--- config.mk ---
export PLATFORM = sky130hd
export DESIGN_NAME = clock_time_keeper
export DESIGN_NICKNAME = d
export VERILOG_FILES = /design/src/rtl/clock_pkg.sv /design/src/rtl/tick_prescaler.sv /design/src/rtl/clock_time_keeper.sv
export SDC_FILE = /design/constraint.sdc
export NUM_CORES = 1
export LEC_CHECK = 0
export BUFFER_PORTS_ARGS = -buffer_cell sky130_fd_sc_hd__buf_2
export CORE_MARGIN = 10
export CORE_UTILIZATION = 30
export CTS_BUF_LIST = sky130_fd_sc_hd__clkbuf_4
export CTS_CLUSTER_SIZE = 28
export DETAILED_ROUTE_END_ITERATION = 8
export GPL_TIMING_DRIVEN = 0
export REMOVE_ABC_BUFFERS = 1
export SLEW_MARGIN = 10
export SYNTH_ARGS = -nofsm -noshare
export SYNTH_HDL_FRONTEND = slang
export SYNTH_SLANG_ARGS = --single-unit
--- constraint.sdc ---
create_clock -name clk -period 7.3 [get_ports clk]
set_input_delay 0.365 -clock clk [delete_from_list [all_inputs] [get_ports clk]]
set_output_delay 0.365 -clock clk [all_outputs]
set_load 0.1 [all_outputs]
--- src/rtl/clock_pkg.sv ---
// Shared constants, types and helpers for the Nixie clock time keeper.
package clock_pkg;

   localparam logic [5:0] MAX_SEC  = 6'd59;
   localparam logic [5:0] MAX_MIN  = 6'd59;
   localparam logic [4:0] MAX_HOUR = 5'd23;

   localparam logic [2:0] CURSOR_SEC  = 3'b001;
   localparam logic [2:0] CURSOR_MIN  = 3'b010;
   localparam logic [2:0] CURSOR_HOUR = 3'b100;

   typedef enum logic {ALM_IDLE, ALM_RINGING} alarm_state_t;

   typedef struct packed {
      logic [4:0] h;
      logic [5:0] m;
      logic [5:0] s;
   } tod_t;

   function automatic logic [4:0] hour_to_12h(input logic [4:0] h);
      if (h == 5'd0)       return 5'd12;
      else if (h > 5'd12)  return h - 5'd12;
      else                 return h;
   endfunction

   // Single-field step with wrap at both ends; never carries.
   function automatic logic [5:0] wrap_step(input logic [5:0] v, input logic [5:0] max,
                                            input logic inc);
      if (inc) return (v == max)  ? 6'd0 : v + 6'd1;
      else     return (v == 6'd0) ? max  : v - 6'd1;
   endfunction

endpackage

--- src/rtl/tick_prescaler.sv ---
// Divides clk down to a one-cycle tick every CLK_HZ enabled cycles.
module tick_prescaler #(
   parameter int CLK_HZ = 100_000_000
) (
   input  logic clk,
   input  logic rst_n,
   input  logic en,
   input  logic restart,
   output logic tick
);

   localparam int W = (CLK_HZ > 1) ? $clog2(CLK_HZ) : 1;
   localparam logic [W-1:0] LAST = W'(CLK_HZ - 1);

   logic [W-1:0] cnt;

   // A restart pulls the count back to 0, so no rollover can happen that cycle.
   assign tick = en && !restart && (cnt == LAST);

   always_ff @(posedge clk or negedge rst_n) begin
      if (!rst_n)       cnt <= '0;
      else if (restart) cnt <= '0;
      else if (en)      cnt <= (cnt == LAST) ? '0 : cnt + 1'b1;
   end

endmodule

--- src/rtl/clock_time_keeper.sv ---
// Time-of-day keeper: H:M:S counter with edits, bulk load, daily alarm and 12/24 h output.
module clock_time_keeper
   import clock_pkg::*;
#(
   parameter int CLK_HZ     = 100_000_000,
   parameter int ALARM_SECS = 60
) (
   input  logic       clk,
   input  logic       rst_n,
   input  logic       mode_24h,
   input  logic       run_en,
   input  logic [2:0] cursor,
   input  logic       up,
   input  logic       down,
   input  logic       clear,
   input  logic       load_valid,
   input  logic [4:0] load_h,
   input  logic [5:0] load_m,
   input  logic [5:0] load_s,
   input  logic       alarm_load,
   input  logic [4:0] alarm_h_in,
   input  logic [5:0] alarm_m_in,
   input  logic       alarm_en,
   input  logic       alarm_ack,
   output logic [4:0] hour,
   output logic [5:0] minute,
   output logic [5:0] second,
   output logic       pm,
   output logic       sec_tick,
   output logic       alarm_active
);

   localparam logic [7:0] ALARM_CNT = 8'(ALARM_SECS);

   tod_t         t, t_n;
   logic [4:0]   alarm_h;
   logic [5:0]   alarm_m;
   logic [7:0]   cd, cd_n;
   alarm_state_t state, state_n;
   logic         tick, load_ok, one_hot, edit, restart, advance, match;

   assign load_ok = load_valid && (load_h <= MAX_HOUR) && (load_m <= MAX_MIN) && (load_s <= MAX_SEC);
   assign one_hot = (cursor == CURSOR_SEC) || (cursor == CURSOR_MIN) || (cursor == CURSOR_HOUR);
   assign edit    = (up ^ down) && one_hot;
   assign restart = clear || load_ok;

   tick_prescaler #(.CLK_HZ(CLK_HZ)) u_pre (
      .clk(clk), .rst_n(rst_n), .en(run_en), .restart(restart), .tick(tick)
   );

   always_comb begin
      t_n     = t;
      advance = 1'b0;
      if (clear) begin
         t_n = '0;
      end else if (load_ok) begin
         t_n = '{h: load_h, m: load_m, s: load_s};
      end else if (edit) begin
         unique case (cursor)
            CURSOR_SEC:  t_n.s = wrap_step(t.s, MAX_SEC, up);
            CURSOR_MIN:  t_n.m = wrap_step(t.m, MAX_MIN, up);
            default:     t_n.h = 5'(wrap_step({1'b0, t.h}, {1'b0, MAX_HOUR}, up));
         endcase
      end else if (tick) begin
         advance = 1'b1;
         t_n.s   = wrap_step(t.s, MAX_SEC, 1'b1);
         if (t.s == MAX_SEC) begin
            t_n.m = wrap_step(t.m, MAX_MIN, 1'b1);
            if (t.m == MAX_MIN) t_n.h = (t.h == MAX_HOUR) ? 5'd0 : t.h + 5'd1;
         end
      end
   end

   // Only a natural advance can ring the alarm; edits landing on the alarm time stay silent.
   assign match = alarm_en && advance && (t_n == {alarm_h, alarm_m, 6'd0});

   always_comb begin
      state_n = state;
      cd_n    = cd;
      unique case (state)
         ALM_IDLE: begin
            if (match) begin
               state_n = ALM_RINGING;
               cd_n    = ALARM_CNT;
            end
         end
         ALM_RINGING: begin
            if (match) begin
               cd_n = ALARM_CNT;
            end else if (alarm_ack || !alarm_en) begin
               state_n = ALM_IDLE;
               cd_n    = 8'd0;
            end else if (tick) begin
               if (cd <= 8'd1) begin
                  state_n = ALM_IDLE;
                  cd_n    = 8'd0;
               end else begin
                  cd_n = cd - 8'd1;
               end
            end
         end
         default: state_n = ALM_IDLE;
      endcase
   end

   always_ff @(posedge clk or negedge rst_n) begin
      if (!rst_n) begin
         t        <= '0;
         alarm_h  <= '0;
         alarm_m  <= '0;
         cd       <= '0;
         state    <= ALM_IDLE;
         sec_tick <= 1'b0;
      end else begin
         t        <= t_n;
         cd       <= cd_n;
         state    <= state_n;
         sec_tick <= tick;
         if (alarm_load && (alarm_h_in <= MAX_HOUR) && (alarm_m_in <= MAX_MIN)) begin
            alarm_h <= alarm_h_in;
            alarm_m <= alarm_m_in;
         end
      end
   end

   assign hour         = mode_24h ? t.h : hour_to_12h(t.h);
   assign minute       = t.m;
   assign second       = t.s;
   assign pm           = (t.h >= 5'd12);
   assign alarm_active = (state == ALM_RINGING);

endmodule
==> reports/results.tsv, run 1 <==
metric	value	unit
outcome	finished, final reports clean	
finalSetupViolCount	0	
synth.most_common_cell	nor2_1	
netlist.area_leader.share	30.1	%
fp.dieW	154	um
core_area	17800	um2
clockBufferDepth	2	
pwr-share-comb	34.4	%
hpwlAfterDp	12.0	mm
hp-class	in -> reg	
start_util	30.3	%
final-hold-violation-count	0	
synthTopCellsByCount	nor2_1 (72), dfrtp_1 (65), o21ai_0 (56)	
grt_pass1_wl	25.9	mm
critPathMaxFanout	14	
ys_seq_area_share	30.1	%
slew_viol_final	0	
grt_max_degree	60	
die_y	154	um
p_switching	0.000417	W
insertion_delay	0.44	ns
p_leak	2.38	nW
grtUsageTotal	13.1	%
fmax	247	MHz
place_area	5790	um2
drv_cap	0	
ioPinCount	62	
wire_per_inst	17.3	um
dieArea	23800	um2
finalPower	0.000973	W
ys_types	84	
syn_area	5400	um2
synth-async-reset-ratio	100	%
holdBufCountCts	1	
drive_above_1_share	16.6	%
fin_crit_sh	55.4	%
fin_skew	0.0211	ns
clockPowerShare	22.2	%
grt_pass1_vias	4862	
drc	0	
powerDensity	164	nW/um2
cts_tree	done	
place.gp.congestion	0.867	
synth_seq_cells	65	
wirelength	16.0	mm
ys.flop_type	dfrtp_1	
rsz0062_at_grt	false	
critPathArrivalTime	4.38	ns
io_buffers	61	
tns	0	ns
clock-root-buffer	clkbuf_4	
final_nets	749	
seq_power_share	43.4	%
worstSetupEndpointType	flop	
path_class	reg -> reg	
rows	49	
power.internal	0.000557	W
yosysTopAreaCell	dfrtp_1	
setup_ws	3.26	ns
finish.instance_area	5920	um2
cts_sinks	65	
cts_made_buffers	9	
finish.utilization	33.2	%
startpoint_type	flop	
cts_max_level	3	
synthTopCellsByArea	dfrtp_1 (30%), o21ai_0 (5.2%), nor2_1 (5.0%)	
area_delta_synth_final	9.56	%
clkTransAtPathRegs	0.11	ns
grt-ovfl-total	0	
synth.avg_cell_area	8.06	um2
postCtsSetupRepairBufs	0	
max-slew-margin-rel	30.9	%
vdd_drop_max	0.135	mV
syn_inst	670	
swShare	42.8	%
fin_crit	4.04	ns
via_count	5148	
yosysWarnings	0	
drtPass1Iterations	5	
fillCellCount	1910	
synth-edff-count	0	
viasPerCell	5.55	
antenna_found_initial	0	
cts_resized	0	
worst_pin_slew	1.03	ns
dp_worst_setup_slack	3.19	ns
diodes	0	
required	7.63	ns
drt_iter0_markers	529	
drt.antenna.violating_nets	0	
==> per-layer routing <==
metal	vias to the layer above	GRT usage [%]	wire length, um
met5	-	0	0
met4	0	2.56	197
met3	18	3.11	663
met2	131	21.3	7640
met1	2454	17.4	7530
li1	2545	-	-
==> per-stage QoR <==
stage / hold slack, ns / cells
2_1_floorplan: 0.0694 / 616
3_3_place_gp: 0.495 / 906
3_5_place_dp: 0.201 / 911
4_1_cts: 0.136 / 928
5_1_grt: 0.134 / 928
6_report: 0.171 / 928
==> sequential cells by signal, summed over array words and instances, names as in the netlist <==
name,cells
alarm_active,1
minute,6
sec_tick,1
alarm_m,6
alarm_h,5
t,5
cd,8
second,6
u_pre.cnt,27
==> logic make-up after synthesis <==
group	Yosys count	share of synthesized area, %
AND/OR/NAND/NOR	286	28.9
AO/OA/AOI/OAI	185	23.2
buffers and inverters	77	6.81
flip-flops	65	30.1
multiplexers	25	4.93
XOR/XNOR	19	3.08
adder cells (fa/ha/maj)	13	3.01
==> cell usage in the layout, fill, tap and decap left out, drive strengths merged, types with 10 or more instances in the layout <==
master and count:
and3 11, nand2 51, mux2i 15, nand3 36, inv 23, nor3 29, dfrtp 65, mux2 10
a21oi 24, xor2 10, clkbuf 10, nor2 72, nand4 11, o21ai 62, buf 66, o211ai 10
a31oi 12, o31ai 12, ha 13
==> worst max-delay path, cell delays in order (launching register included) <==
cell and delay [ns]:
dfrtp_1 0.58, ha_1 0.31, nand3_1 0.28, nor3_1 0.36, and4_1 0.35, mux2i_1 0.12
a2111oi_2 0.51, xor2_1 0.11, or4_1 0.49, or4_1 0.61, and2_1 0.22
==> path summary, 6_finish.rpt <==
kind / end / from / slack, ns / depth (start not counted)
worst max-delay path: cd[1] / second[0] / 3.26 / 10
worst min-delay path: alarm_m[1] / alarm_m_in[1] / 0.17 / 2
worst max register to register: cd[1] / second[0] / 3.26 / 10
worst min register to register: u_pre.cnt[7] / u_pre.cnt[7] / 0.51 / 1
max in group asynchronous: second[3] / rst_n / 6.49 / 3
min in group asynchronous: alarm_active / rst_n / 0.28 / 2
==> power by group through the flow <==
stage	sequential, W	combinational (W)	clock, W
after global placement	0.000427	0.000328	0
after detailed placement	0.000428	0.000333	0
after floorplan	0.000462	0.000197	0
after global routing	0.000427	0.000363	0.000241
after CTS	0.000421	0.000335	0.000226
final	0.000422	0.000335	0.000216
==> cell type report <==
class	count	area [um2]	share of cell area, %
clock buffer	10	75.1	1.27
clock inverter	6	45.0	0.761
inverter	23	88.8	1.50
multi-input combinational	528	3420	57.8
sequential	65	1630	27.5
tap	229	287	4.84
timing repair buffer	67	375	6.34
Note: power is estimated with default switching activity, not from simulation.
==> run 2, diff against run 1 <==
==> constraint.sdc (replaced) <==
create_clock -name clk -period 4.22 [get_ports clk]
set_input_delay 0.211 -clock clk [delete_from_list [all_inputs] [get_ports clk]]
set_output_delay 0.211 -clock clk [all_outputs]
set_load 0.1 [all_outputs]
==> run 2 against run 1 <==
Net effect:
- via count is 0.80% higher
- largest power group unchanged
- core utilization up 0.34 points
- count of clock-buffer cells in the layout unchanged
- sequential cell count unchanged
==> reports/results.tsv, run 2 (synthesis results as in run 1) <==
metric	value	unit	change
outcome	finished, final reports clean		
fmax	253	MHz	+2.1%
clockPowerShare	22.1	%	about the same
powerDensity	282	nW/um2	+72%
clockBufferDepth	2		unchanged
reg_top3	u_pre.cnt (27), cd (8)		
dp_worst_setup_slack	0.150	ns	-3.04 ns
cpMostUsedCell	or4_1		
drv_cap	0		unchanged
place.gp.congestion	0.867		unchanged
setup_ws	0.262	ns	-3.00 ns
via_count	5189		+0.80%
place_area	5790	um2	unchanged
required	4.55	ns	-3.08 ns
worstSetupEndpointType	flop		
vdd_drop_max	0.232	mV	+73%
power.internal	0.000967	W	+74%
area_delta_synth_final	10.7	%	
dieArea	23800	um2	unchanged
path_class	reg -> reg		
grt_pass1_wl	26.0	mm	+0.42%
final-hold-violation-count	0		unchanged
slew_viol_final	0		unchanged
postCtsSetupRepairBufs	0		unchanged
wirelength	16.0	mm	about the same
drive_above_1_share	16.6	%	about the same
max-slew-margin-rel	30.7	%	-0.17 points
grt_max_degree	60		unchanged
hp-class	in -> reg		
hpwlAfterDp	12.0	mm	unchanged
finalPower	0.00169	W	+73%
wire_per_inst	17.2	um	-0.59%
fin_crit_sh	93.8	%	+38 points
critPathMaxFanout	9		-5
finish.instance_area	5980	um2	+1.0%
finalSetupViolCount	0		unchanged
largest_reg_flops	27		unchanged
diodes	0		unchanged
fin_skew	0.0210	ns	-0.000119 ns
fp.dieW	154	um	unchanged
swShare	42.7	%	-0.12 points
grt_pass1_vias	4893		+0.64%
p_switching	0.000720	W	+73%
critPathArrivalTime	4.29	ns	-0.09 ns
p_leak	2.40	nW	+0.99%
layout_commonest_cell	nor2_1		
insertion_delay	0.43	ns	about the same
cts_max_level	3		unchanged
cts_tree	done		
seq_power_share	43.3	%	about the same
clkTransAtPathRegs	0.11	ns	about the same
drt.antenna.violating_nets	0		unchanged
clock-root-buffer	clkbuf_4		
startpoint_type	flop		
drtPass1Iterations	5		unchanged
worst_pin_slew	1.04	ns	+0.00255 ns
regMostFlops	u_pre.cnt		
cts_made_buffers	9		unchanged
cts_sinks	65		unchanged
die_y	154	um	unchanged
core_area	17800	um2	unchanged
cpMaxStageDelayCell	or4_1		
start_util	30.3	%	unchanged
grt-ovfl-total	0		unchanged
drc	0		unchanged
drt_iter0_markers	512		-3.2%
io_buffers	61		unchanged
layout_common_cells	nor2_1 (72), dfrtp_1 (64), buf_2 (60)		
antenna_found_initial	0		unchanged
rows	49		unchanged
critPathMaxStageDelay	0.60	ns	about the same
ioPinCount	62		unchanged
fin_crit	3.96	ns	-0.0848 ns
grtUsageTotal	13.2	%	+0.046 points
pwr-share-comb	34.6	%	+0.2 points
rsz0062_at_grt	false		
viasPerCell	5.56		+0.15%
final_nets	755		+0.80%
cp_cell_sequence	ha_1, nand3_1, nor3_1, and4_1, mux2i_1, a2111oi_2, xor2_1, or4_1, or4_1, and2_1		
run 2: worst paths after layout:
check                              start           end  slack, ns  cells after the start
max reg2reg                    second[1]         cd[1]       0.26                     10
max                            second[1]         cd[1]       0.26                     10
min                        alarm_m_in[5]    alarm_m[5]       0.04                      2
min reg2reg                 u_pre.cnt[7]  u_pre.cnt[7]       0.51                      1
max in group asynchronous          rst_n     second[0]       3.56                      3
min in group asynchronous          rst_n  alarm_active       0.12                      2
run 2: power by group through the flow:
stage,Combinational (W),Sequential [W],Clock [W]
2_1_floorplan,0.000341,0.000798,0
5_1_grt,0.000632,0.000740,0.000417
3_5_place_dp,0.000576,0.000741,0
3_3_place_gp,0.000568,0.000739,0
4_1_cts,0.000583,0.000728,0.000391
6_report,0.000583,0.000731,0.000373
run 2: metal layers:
layer  global-route usage, %  wire length, um  vias to the layer above
li1                        -                -                     2557
met1                    17.3             7430                     2466
met2                    21.5             7670                      148
met3                    3.16              745                       18
met4                    2.56              199                        0
met5                       0                0                        -
run 2: critical path, delay by kind of cell (launching register included):
family                     cells  cell delay, ns
AOI/OAI and AO/OA              1            0.51
xor gates and xnor gates       1            0.11
adders and majority gates      1            0.30
DFF                            1            0.50
muxes                          1            0.12
and+or+nand+nor                6            2.31
run 2: metrics by stage:
stage               TNS (ns)  hold WS (ns)  utilization, %  cells
finish                     0        0.0367            33.5    934
global route               0       0.00479            33.5    934
CTS                        0       0.00247            33.5    933
detailed placement         0        0.0469            32.4    911
floorplan                  0       -0.0846               -    616
global placement       -8.10         0.446            32.0    906
run 2: timing repair:
| item | in CTS | in global routing |
|---|---|---|
| gates resized for setup | 0 | 1 |
| setup endpoints to repair | 0 | 4 |
| hold endpoints to repair | 70 | 1 |
| hold buffers | 6 | 1 |
run 2: final cells by class:
type                            count  area, um2
Tap cell                          229        287
Inverter                           23       88.8
Clock buffer                       10       75.1
Clock inverter                      6       45.0
Timing Repair Buffer               73        435
Multi-Input combinational cell    528       3420
Fill cell                        1904      11900
Sequential cell                    65       1630
